`config.mk`:
```
export PLATFORM = sky130hd
export DESIGN_NAME = router_fsm
export DESIGN_NICKNAME = d
export VERILOG_FILES = /design/src/rtl/router_pkg.sv /design/src/rtl/router_fsm_watchdog.sv /design/src/rtl/router_fsm.sv
export SDC_FILE = /design/constraint.sdc
export NUM_CORES = 1
export LEC_CHECK = 0
export BUFFER_PORTS_ARGS = -buffer_cell sky130_fd_sc_hd__buf_4
export CORE_AREA = 2 2 39 41
export CTS_BUF_LIST = sky130_fd_sc_hd__clkbuf_2 sky130_fd_sc_hd__clkbuf_4 sky130_fd_sc_hd__clkbuf_8
export DETAILED_ROUTE_END_ITERATION = 6
export DIE_AREA = 0 0 41 43
export HOLD_SLACK_MARGIN = 0.12
export PLACE_DENSITY = 0.72
export SYNTH_ARGS = -nofsm -noshare
export SYNTH_HDL_FRONTEND = slang
export SYNTH_SLANG_ARGS = --single-unit
```
`constraint.sdc`:
```
create_clock -name clock -period 1.96 [get_ports clock]
set_input_delay 0.196 -clock clock [delete_from_list [all_inputs] [get_ports clock]]
set_output_delay 0.196 -clock clock [all_outputs]
set_load 0.02 [all_outputs]
```
`src/rtl/router_pkg.sv`:
```
// Shared types and defaults for the 1x3 router packet-sequencing controller.
package router_pkg;

  localparam int unsigned NUM_PORTS_DEF = 3;
  localparam int unsigned ADDR_W_DEF    = 2;
  localparam logic [1:0]  ADDR_INVALID  = 2'd3;

  typedef enum logic [2:0] {
    DECODE_ADDRESS     = 3'd0,
    LOAD_FIRST_DATA    = 3'd1,
    LOAD_DATA          = 3'd2,
    LOAD_PARITY        = 3'd3,
    FIFO_FULL_STATE    = 3'd4,
    LOAD_AFTER_FULL    = 3'd5,
    WAIT_TILL_EMPTY    = 3'd6,
    CHECK_PARITY_ERROR = 3'd7
  } state_e;

endpackage

```
`src/rtl/router_fsm_watchdog.sv`:
```
// Cycle counter bounding the time spent in WAIT_TILL_EMPTY; timeout_o flags the
// last allowed cycle.
module router_fsm_watchdog #(
  parameter int unsigned WAIT_TIMEOUT = 30
) (
  input  logic clk_i,
  input  logic rst_i,
  input  logic clear_i,
  input  logic enable_i,
  output logic timeout_o
);

  localparam int unsigned CW = (WAIT_TIMEOUT > 1) ? $clog2(WAIT_TIMEOUT) : 1;
  localparam logic [CW-1:0] LAST = CW'(WAIT_TIMEOUT - 1);

  logic [CW-1:0] cnt_q, cnt_d;

  assign timeout_o = enable_i && (cnt_q == LAST);

  always_comb begin
    cnt_d = cnt_q;
    if (clear_i) begin
      cnt_d = '0;
    end else if (enable_i && !timeout_o) begin
      cnt_d = cnt_q + 1'b1;
    end
  end

  always_ff @(posedge clk_i) begin
    if (rst_i) begin
      cnt_q <= '0;
    end else begin
      cnt_q <= cnt_d;
    end
  end

endmodule

```
`src/rtl/router_fsm.sv`:
```
// Packet-sequencing FSM for the 1x3 router. Optional WAIT_TILL_EMPTY timeout
// abort is enabled by defining ROUTER_FSM_TIMEOUT_EN.
module router_fsm
  import router_pkg::*;
#(
  parameter int unsigned NUM_PORTS    = NUM_PORTS_DEF,
  parameter int unsigned ADDR_W       = ADDR_W_DEF,
  parameter int unsigned WAIT_TIMEOUT = 30
) (
  input  logic                 clock,
  input  logic                 reset,
  input  logic                 pkt_valid,
  input  logic [ADDR_W-1:0]    data_in,
  input  logic                 fifo_full,
  input  logic [NUM_PORTS-1:0] fifo_empty,
  input  logic [NUM_PORTS-1:0] soft_reset,
  input  logic                 parity_done,
  input  logic                 low_packet_valid,
  output logic                 detect_add,
  output logic                 lfd_state,
  output logic                 ld_state,
  output logic                 laf_state,
  output logic                 full_state,
  output logic                 rst_int_reg,
  output logic                 write_enb_reg,
  output logic                 busy,
  output logic [ADDR_W-1:0]    dest_addr,
  output logic                 drop_pkt
);

  state_e            state_q, state_d;
  logic [ADDR_W-1:0] dest_addr_q, dest_addr_d;
  logic              hdr_empty, dest_empty, dest_srst, hdr_valid;
  logic              wait_expired;

  // Port selection by compare rather than indexing keeps the reserved address
  // from ever reaching past the last destination.
  always_comb begin
    hdr_empty  = 1'b0;
    dest_empty = 1'b0;
    dest_srst  = 1'b0;
    for (int unsigned i = 0; i < NUM_PORTS; i++) begin
      if (data_in == ADDR_W'(i)) begin
        hdr_empty = fifo_empty[i];
      end
      if (dest_addr_q == ADDR_W'(i)) begin
        dest_empty = fifo_empty[i];
        dest_srst  = soft_reset[i];
      end
    end
  end

  assign hdr_valid = pkt_valid && (data_in != ADDR_W'(ADDR_INVALID));

`ifdef ROUTER_FSM_TIMEOUT_EN
  logic drop_q, drop_d;

  router_fsm_watchdog #(
    .WAIT_TIMEOUT(WAIT_TIMEOUT)
  ) u_watchdog (
    .clk_i    (clock),
    .rst_i    (reset),
    .clear_i  ((state_q != WAIT_TILL_EMPTY) || dest_srst),
    .enable_i (state_q == WAIT_TILL_EMPTY),
    .timeout_o(wait_expired)
  );

  // An empty FIFO or a soft reset on the timeout cycle takes precedence over the drop.
  assign drop_d = wait_expired && !dest_empty && !dest_srst;

  always_ff @(posedge clock) begin
    if (reset) begin
      drop_q <= 1'b0;
    end else begin
      drop_q <= drop_d;
    end
  end

  assign drop_pkt = drop_q;
`else
  assign wait_expired = 1'b0;
  assign drop_pkt     = 1'b0;
`endif

  always_comb begin
    state_d     = state_q;
    dest_addr_d = dest_addr_q;
    if ((state_q != DECODE_ADDRESS) && dest_srst) begin
      state_d = DECODE_ADDRESS;
    end else begin
      case (state_q)
        DECODE_ADDRESS: begin
          if (hdr_valid) begin
            dest_addr_d = data_in;
            state_d     = hdr_empty ? LOAD_FIRST_DATA : WAIT_TILL_EMPTY;
          end
        end
        LOAD_FIRST_DATA: state_d = LOAD_DATA;
        LOAD_DATA: begin
          if (fifo_full) begin
            state_d = FIFO_FULL_STATE;
          end else if (!pkt_valid) begin
            state_d = LOAD_PARITY;
          end
        end
        LOAD_PARITY: state_d = CHECK_PARITY_ERROR;
        CHECK_PARITY_ERROR: state_d = fifo_full ? FIFO_FULL_STATE : DECODE_ADDRESS;
        FIFO_FULL_STATE: begin
          if (!fifo_full) begin
            state_d = LOAD_AFTER_FULL;
          end
        end
        LOAD_AFTER_FULL: begin
          if (parity_done) begin
            state_d = DECODE_ADDRESS;
          end else if (low_packet_valid) begin
            state_d = LOAD_PARITY;
          end else begin
            state_d = LOAD_DATA;
          end
        end
        WAIT_TILL_EMPTY: begin
          if (dest_empty) begin
            state_d = LOAD_FIRST_DATA;
          end else if (wait_expired) begin
            state_d = DECODE_ADDRESS;
          end
        end
        default: state_d = DECODE_ADDRESS;
      endcase
    end
  end

  always_ff @(posedge clock) begin
    if (reset) begin
      state_q     <= DECODE_ADDRESS;
      dest_addr_q <= '0;
    end else begin
      state_q     <= state_d;
      dest_addr_q <= dest_addr_d;
    end
  end

  always_comb begin
    detect_add    = 1'b0;
    lfd_state     = 1'b0;
    ld_state      = 1'b0;
    laf_state     = 1'b0;
    full_state    = 1'b0;
    rst_int_reg   = 1'b0;
    write_enb_reg = 1'b0;
    busy          = 1'b1;
    case (state_q)
      DECODE_ADDRESS: begin
        detect_add = 1'b1;
        busy       = 1'b0;
      end
      LOAD_FIRST_DATA: lfd_state = 1'b1;
      LOAD_DATA: begin
        ld_state      = 1'b1;
        write_enb_reg = 1'b1;
        busy          = 1'b0;
      end
      LOAD_PARITY: write_enb_reg = 1'b1;
      CHECK_PARITY_ERROR: rst_int_reg = 1'b1;
      FIFO_FULL_STATE: full_state = 1'b1;
      LOAD_AFTER_FULL: begin
        laf_state     = 1'b1;
        write_enb_reg = 1'b1;
      end
      default: ;
    endcase
  end

  assign dest_addr = dest_addr_q;

endmodule

```
==> reports/results.tsv, run 1 <==
stage	metric	value	unit
floorplanning	Initial Utilization	33.9	%
route	WL/cell	11.2	um
power_and_ir_drop	Static Leakage	0.000296	uW
floorplanning	Die Ht	43	um
floorplanning	I/O pin cnt	25	
worst_setup_path	element type at the critical path end	flip-flop	
sta	Final Cycle Share	82.6	%
worst_setup_path	Worst Path Required	2.11	ns
synth	Avg Synthesized Cell Area	8.09	um2
cells_and_area	FF+latch area	100	um2
clock_network	clock slew at reported path FFs	0.04	ns
sta	Max Clk Rate	617	MHz
sta	Hold WS	0.155	ns
sta	Clock Skew	0.00398	ns
grt	Congestion Overflow GR	0	
hold_path	worst min path class	primary input to flip-flop	
power_and_ir_drop	Reg power frac	22.2	%
route	Final ANT Viol Nets	0	
clock_network	Worst-Skew Late Latency	0.24	ns
worst_setup_path	Worst Path Max Fanout	11	
floorplanning	std cell rows	14	
worst_setup_path	critical path class	flip-flop to flip-flop	
worst_setup_path	critical path cell sequence	or3_1, a2bb2oi_1, and3_4, a311oi_2	
worst_setup_path	Setup crit start kind	flip-flop	
grt	GR Util met1	21.2	%
route	final wirelength	1090	um
route	vias per cell	5.08	
grt	gr busiest metal	met1	
clock_network	CTS tree	built	
route	routed vias	493	
synth	Mapped Area	469	um2
place	port bufs	23	
synth	Synth cell types	34	
sta	RSZ-0062 raised after global routing	false	
cells_and_area	Syn-to-layout area delta	42.1	%
power_and_ir_drop	Switching Power	433	uW
synth	Synth Warn #	0	
route	First-pass DRT Iterations	4	
sta	Final Slew Violations	0	
synth	Synth Register Bits	5	
cells_and_area	fin nets	96	
clock_network	Hold Buf Count CTS	0	
clock_network	H-tree Lvls	1	
power_and_ir_drop	VDD IR max	0.000548	V
clock_network	number of clock sinks	5	
synth	Post-Syn Nets	72	
run_status	status	complete, no violations	
floorplanning	die width	41	um
grt	global routing met2 resource utilization	20.0	%
clock_network	post-CTS setup buffer count	0	
cells_and_area	multi-input logic area	324	um2
place	Placer Congestion	0.915	
grt	initial antenna violation count	0	
cells_and_area	commonest non-fill, non-tap cell in the layout	buf_4	
clock_network	worst-case clock buffer depth	2	
sta	final setup margin	0.340	ns
sta	final hold violation count	0	
floorplanning	die area	1760	um2
grt	number of global-route vias before repair	441	
grt	first-pass GRT wire length	1790	um
power_and_ir_drop	PwrDens	1430	nW/um2
clock_network	TritonCTS buffer count	3	
worst_setup_path	CP peak stage delay	0.52	ns
worst_setup_path	crit path DAT	1.77	ns
flow_run	Max Cap Violations	0	
sta	Final setup viols	0	
hold_path	WHS Path Cells	2	
grt	GRT Resource Usage Total	14.7	%
route	Initial DRC Count	3	
sta	Setup TNS	0	ns
clock_network	CTS resizes	0	
clock_network	Root Buffer Master	clkbuf_4	
power_and_ir_drop	Switching Fraction	45.6	%
grt	largest net degree at the start of global routing	13	
route	DRC Markers	0	
grt	GRT met3 Usage	1.05	%
floorplanning	core outline area	1380	um2
synth	sequential area share after synthesis	21.3	%
place	pre-CTS setup slack	0.342	ns
synth	cells after synthesis	58	
sta	minimum clock period after layout	1.62	ns
cells_and_area	most frequent cells in the layout	24 x buf_4, 5 x dfxtp_1	
worst_setup_path	r2r worst-path depth	4	
power_and_ir_drop	Pint	517	uW
cells_and_area	layout cells sized above 1	42.0	%
cells_and_area	Fill cells	147	
worst_setup_path	Worst path slowest cell	or3_1	
cells_and_area	n_diodes	0	
power_and_ir_drop	Clock power frac	13.5	%
power_and_ir_drop	Logic pwr share	64.3	%
cells in the mapped netlist, drive strengths merged:
master | instances | share of area (%)
a211oi | 1 | 1.6
a21boi | 1 | 1.6
a21o | 1 | 1.6
a21oi | 2 | 2.1
a2bb2oi | 1 | 1.9
a311oi | 1 | 3.2
a31oi | 2 | 2.7
a32oi | 1 | 1.9
and3 | 3 | 5.1
and4 | 1 | 1.9
buf | 4 | 6.1
clkbuf | 1 | 0.80
clkinv | 1 | 1.1
conb | 1 | 0.80
dfxtp | 5 | 21
inv | 2 | 1.6
mux2i | 3 | 6.4
nand2b | 2 | 2.7
nand3 | 1 | 1.1
nand3b | 4 | 6.4
nor2 | 4 | 3.2
nor2b | 1 | 1.3
nor3 | 2 | 2.1
nor3b | 6 | 12
o2111ai | 1 | 1.9
o211ai | 2 | 3.2
o21ai | 2 | 2.1
or2 | 1 | 1.3
or3 | 1 | 1.3
path summary, 6_finish.rpt:
check / slack [ns] / endpoint / from
min: 0.16 / dest_addr[0]$_SDFFE_PP0P_ / reset
max reg2reg: 0.34 / state_q[1]$_SDFFE_PP0P_ / state_q[0]$_SDFFE_PP0P_
min reg2reg: 0.58 / dest_addr[0]$_SDFFE_PP0P_ / dest_addr[0]$_SDFFE_PP0P_
max: 0.34 / state_q[1]$_SDFFE_PP0P_ / state_q[0]$_SDFFE_PP0P_
metrics by stage:
step           cell area (um2)  total power, uW  utilization [%]  cells
2_1_floorplan              469              667                -     58
3_3_place_gp               637              823             46.0     93
3_5_place_dp               637              825             46.0     93
4_1_cts                    667              957             48.2     97
5_1_grt                    667             1040             48.2     97
6_report                   667              951             48.2     97
registers in the layout (all words and copies together) (netlist names):
register and count:
dest_addr 2, state_q 3
power by group through the flow:
stage	Combinational, uW	Sequential, uW	Clock (uW)
2_1_floorplan	495	172	0
3_3_place_gp	610	213	0
5_1_grt	671	223	143
3_5_place_dp	613	212	0
6_report	611	211	129
4_1_cts	615	210	133
worst max-delay path, delay by kind of cell (launching register included):
kind             cells  cell delay [ns]
AND/OR/NAND/NOR      2             0.72
flip-flops           1             0.40
AO/OA/AOI/OAI        2             0.41
cell type report:
type / instances / share of cell area (%)
Clock buffer: 4 / 4.50
Inverter: 3 / 1.88
Multi-Input combinational cell: 45 / 48.6
Sequential cell: 5 / 15.0
Tap cell: 16 / 3.00
Timing Repair Buffer: 24 / 27.0
logic make-up after synthesis:
kind of cell           after synthesis  share of synthesized area, %
buffers and inverters                8                          9.60
muxes                                3                          6.40
and+or+nand+nor                     26                          38.1
AOI/OAI and AO/OA                   15                          23.7
other                                1                         0.799
DFF                                  5                          21.3
routing by layer:
metal / vias to the layer above / wire length, um
li1: 260 / -
met1: 219 / 491
met2: 14 / 533
met3: 0 / 59
met4: 0 / 0
met5: - / 0
(Power assumes the default switching activity.)
==> run 2, diff against run 1 <==
Settings changed: ABC_AREA from default to 1, PLACE_DENSITY 0.72 to 0.79.
Clock period 1.96 ns to 1.3 ns, I/O delays scaled along.
==> run 2 against run 1 <==
- clock power is 51% higher
- via count is 22% higher
- sequential power is 48% higher
- critical path type is now flip-flop to output port
==> reports/results.tsv, run 2 <==
stage	metric	value	unit	change
clock_network	post-CTS setup buffer count	0		unchanged
grt	number of global-route vias before repair	529		was 441
sta	Final Slew Violations	0		unchanged
clock_network	CTS tree	built		unchanged
cells_and_area	Most flops, register	state_q		unchanged
cells_and_area	layout cells sized above 1	44.7	%	was 42.0%
clock_network	Worst-Skew Late Latency	0.24	ns	about the same
power_and_ir_drop	PwrDens	1960	nW/um2	was 1430 nW/um2
sta	RSZ-0062 raised after global routing	false		unchanged
cells_and_area	n_diodes	0		unchanged
clock_network	H-tree Lvls	1		unchanged
floorplanning	Die Ht	43	um	unchanged
sta	Setup TNS	0	ns	unchanged
cells_and_area	final core occ	54.1	%	was 48.2%
synth	Post-synth EDFFs	0		unchanged
sta	minimum clock period after layout	1.22	ns	
grt	largest net degree at the start of global routing	9		was 13
worst_setup_path	critical path class	flip-flop to output port		was flip-flop to flip-flop
cells_and_area	fin nets	129		was 96
synth	dominant cells by area after synthesis	dfxtp_1 19%, nand2_1 12%, inv_1 9.4%		was dfxtp_1 21%, mux2i_1 6.4%, nand3b_1 6.4%
worst_setup_path	CP peak stage delay	0.36	ns	was 0.52 ns
power_and_ir_drop	Static Leakage	0.000410	uW	was 0.000296 uW
route	Initial DRC Count	13		was 3
cells_and_area	max reg flops	3		unchanged
worst_setup_path	Setup crit start kind	flip-flop		unchanged
synth	Avg Synthesized Cell Area	5.93	um2	was 8.09 um2
clock_network	clock slew at reported path FFs	0.04	ns	about the same
sta	Clock Skew	0.000171	ns	was 0.00398 ns
clock_network	number of clock sinks	5		unchanged
worst_setup_path	Worst path slowest cell	dfxtp_4		was or3_1
synth	sequential area share after synthesis	19.2	%	was 21.3%
power_and_ir_drop	VDD IR max	0.000822	V	was 0.000548 V
synth	Synth cell types	20		was 34
synth	Async SR Flop Fraction	0	%	unchanged
place	Area after DPL	707	um2	was 637 um2
clock_network	Hold Buf Count CTS	0		unchanged
worst_setup_path	Worst Path Required	1.17	ns	was 2.11 ns
worst_setup_path	Worst Path Max Fanout	6		was 11
floorplanning	I/O pin cnt	25		unchanged
sta	Final setup viols	0		unchanged
route	routed vias	601		was 493
sta	Max Clk Rate	817	MHz	
place	Placer Congestion	0.750		was 0.915
grt	initial antenna violation count	0		unchanged
sta	final hold violation count	0		unchanged
cells_and_area	commonest non-fill, non-tap cell in the layout	buf_4		unchanged
grt	first-pass GRT wire length	1880	um	was 1790 um
hold_path	worst min path class	primary input to flip-flop		unchanged
synth	Commonest cells post-synth	17 x nand2_1, 13 x inv_1, 9 x nand3_1, 7 x nor2_2, 6 x nor2_1		was 5 x dfxtp_1, 4 x nand3b_1, 4 x nor2_1, 4 x nor3b_1, 3 x mux2i_1
synth	Synth top area share	19.2	%	was 21.3%
floorplanning	std cell rows	14		unchanged
synth	Synth Register Bits	5		unchanged
worst_setup_path	crit path DAT	1.09	ns	was 1.77 ns
route	final wirelength	1240	um	was 1090 um
route	First-pass DRT Iterations	3		was 4
clock_network	worst-case clock buffer depth	2		unchanged
synth	Synth Warn #	0		unchanged
worst_setup_path	reg-to-reg startpoint	dest_addr[1]$_SDFFE_PP0P_		was state_q[0]$_SDFFE_PP0P_
synth	top-count cell post-synth	nand2_1		was dfxtp_1
synth	Main synth FF type	dfxtp_1		unchanged
run_status	status	complete, no violations		unchanged
floorplanning	die area	1760	um2	unchanged
cells_and_area	most frequent cells in the layout	23 x buf_4, 17 x nand2_1, 13 x inv_1		was 24 x buf_4, 5 x dfxtp_1
hold_path	hold wc startpoint	reset		unchanged
cells_and_area	post-route design area	748	um2	was 667 um2
synth	Mapped Area	522	um2	was 469 um2
sta	Final Cycle Share	94.2	%	
cells_and_area	Syn-to-layout area delta	43.4	%	was 42.1%
route	WL/cell	9.51	um	was 11.2 um
worst_setup_path	critical path cell sequence	inv_2, nand3_1, o21ai_0, buf_4		was or3_1, a2bb2oi_1, and3_4, a311oi_2
floorplanning	die width	41	um	unchanged
route	vias per cell	4.62		was 5.08
power_and_ir_drop	final total power	1470	uW	was 951 uW
synth	cells after synthesis	88		was 58
route	DRC Markers	0		unchanged
flow_run	Max Cap Violations	0		unchanged
synth	Post-Syn Nets	102		was 72
floorplanning	core outline area	1380	um2	unchanged
worst_setup_path	Critical Path Start	state_q[1]$_SDFFE_PP0P_		was state_q[0]$_SDFFE_PP0P_
clock_network	Root Buffer Master	clkbuf_4		unchanged
synth	dominant cell type by area after synthesis	dfxtp_1		unchanged
worst_setup_path	element type at the critical path end	output port		was flip-flop
grt	Congestion Overflow GR	0		unchanged
grt	GRT Resource Usage Total	15.4	%	was 14.7%
clock_network	TritonCTS buffer count	3		unchanged
route	Final ANT Viol Nets	0		unchanged
place	Post-DP HPWL	1070	um	
floorplanning	Initial Utilization	37.7	%	was 33.9%
place	port bufs	23		unchanged
## run 2: cell count changes after synthesis, moves of 4 or more
cell,delta
nor3b_1,-4
inv_1,+12
nand2_1,+17
nand3_1,+8
nand2_2,+4
nor2_2,+7
## run 2: cells by family (layout without fill, tap and decap cells)
| family | Yosys count | in the layout | synth area share, % |
|---|---|---|---|
| flops | 5 | 5 | 19.2 |
| compound gates | 13 | 13 | 14.6 |
| simple gates | 51 | 51 | 51.8 |
| buf+inv | 18 | 44 | 13.7 |
| other cells | 1 | 1 | 0.719 |
## run 2: worst paths after layout
check,endpoint,slack [ns],depth (start not counted)
worst min-delay path,dest_addr[1]$_SDFFE_PP0P_,0.18,4
worst max-delay path,write_enb_reg,0.08,4
worst min register to register,dest_addr[0]$_SDFFE_PP0P_,0.58,2
worst max register to register,state_q[2]$_SDFFE_PP0P_,0.16,7
## run 2: stage by stage
step	std cells	hold WS, ns	worst slack (ns)
global placement	126	0.420	0.101
detailed placement	126	0.420	0.0844
global route	130	0.173	0.0125
finish	130	0.177	0.0754
floorplan	88	0.278	0.116
CTS	130	0.170	0.0202
## run 2: final cells by class
class,instances,area (um2)
Tap cell,16,20.0
Sequential cell,5,106
Fill cell,163,636
Timing Repair Buffer,23,173
Multi-Input combinational cell,65,355
Clock buffer,4,30.0
Inverter,17,63.8
## run 2: where the power goes
| part | leakage, uW | internal, uW | switching (uW) | total [uW] |
|---|---|---|---|---|
| sequential | 0.0000426 | 215 | 96.6 | 312 |
| clock | 0.0000184 | 137 | 59.0 | 195 |
| combinational | 0.000349 | 384 | 575 | 959 |
## run 2: critical path, delay by kind of cell, from the launching register on
kind            cells  cell delay [ns]
simple gates        1             0.12
flops               1             0.36
buf+inv             2             0.27
compound gates      1             0.10
## run 2: timing repair
action,CTS,global route
setup endpoints to repair,3,1
cloned,0,0
pin swaps,1,0
gates resized for setup,3,2
## run 2: routing by layer
| layer | up-vias | wire length (um) | GRT usage (%) |
|---|---|---|---|
| met5 | - | 0 | 0 |
| met4 | 0 | 0 | 2.00 |
| met3 | 0 | 115 | 6.81 |
| met2 | 24 | 627 | 27.8 |
| met1 | 251 | 494 | 15.4 |
| li1 | 326 | - | - |
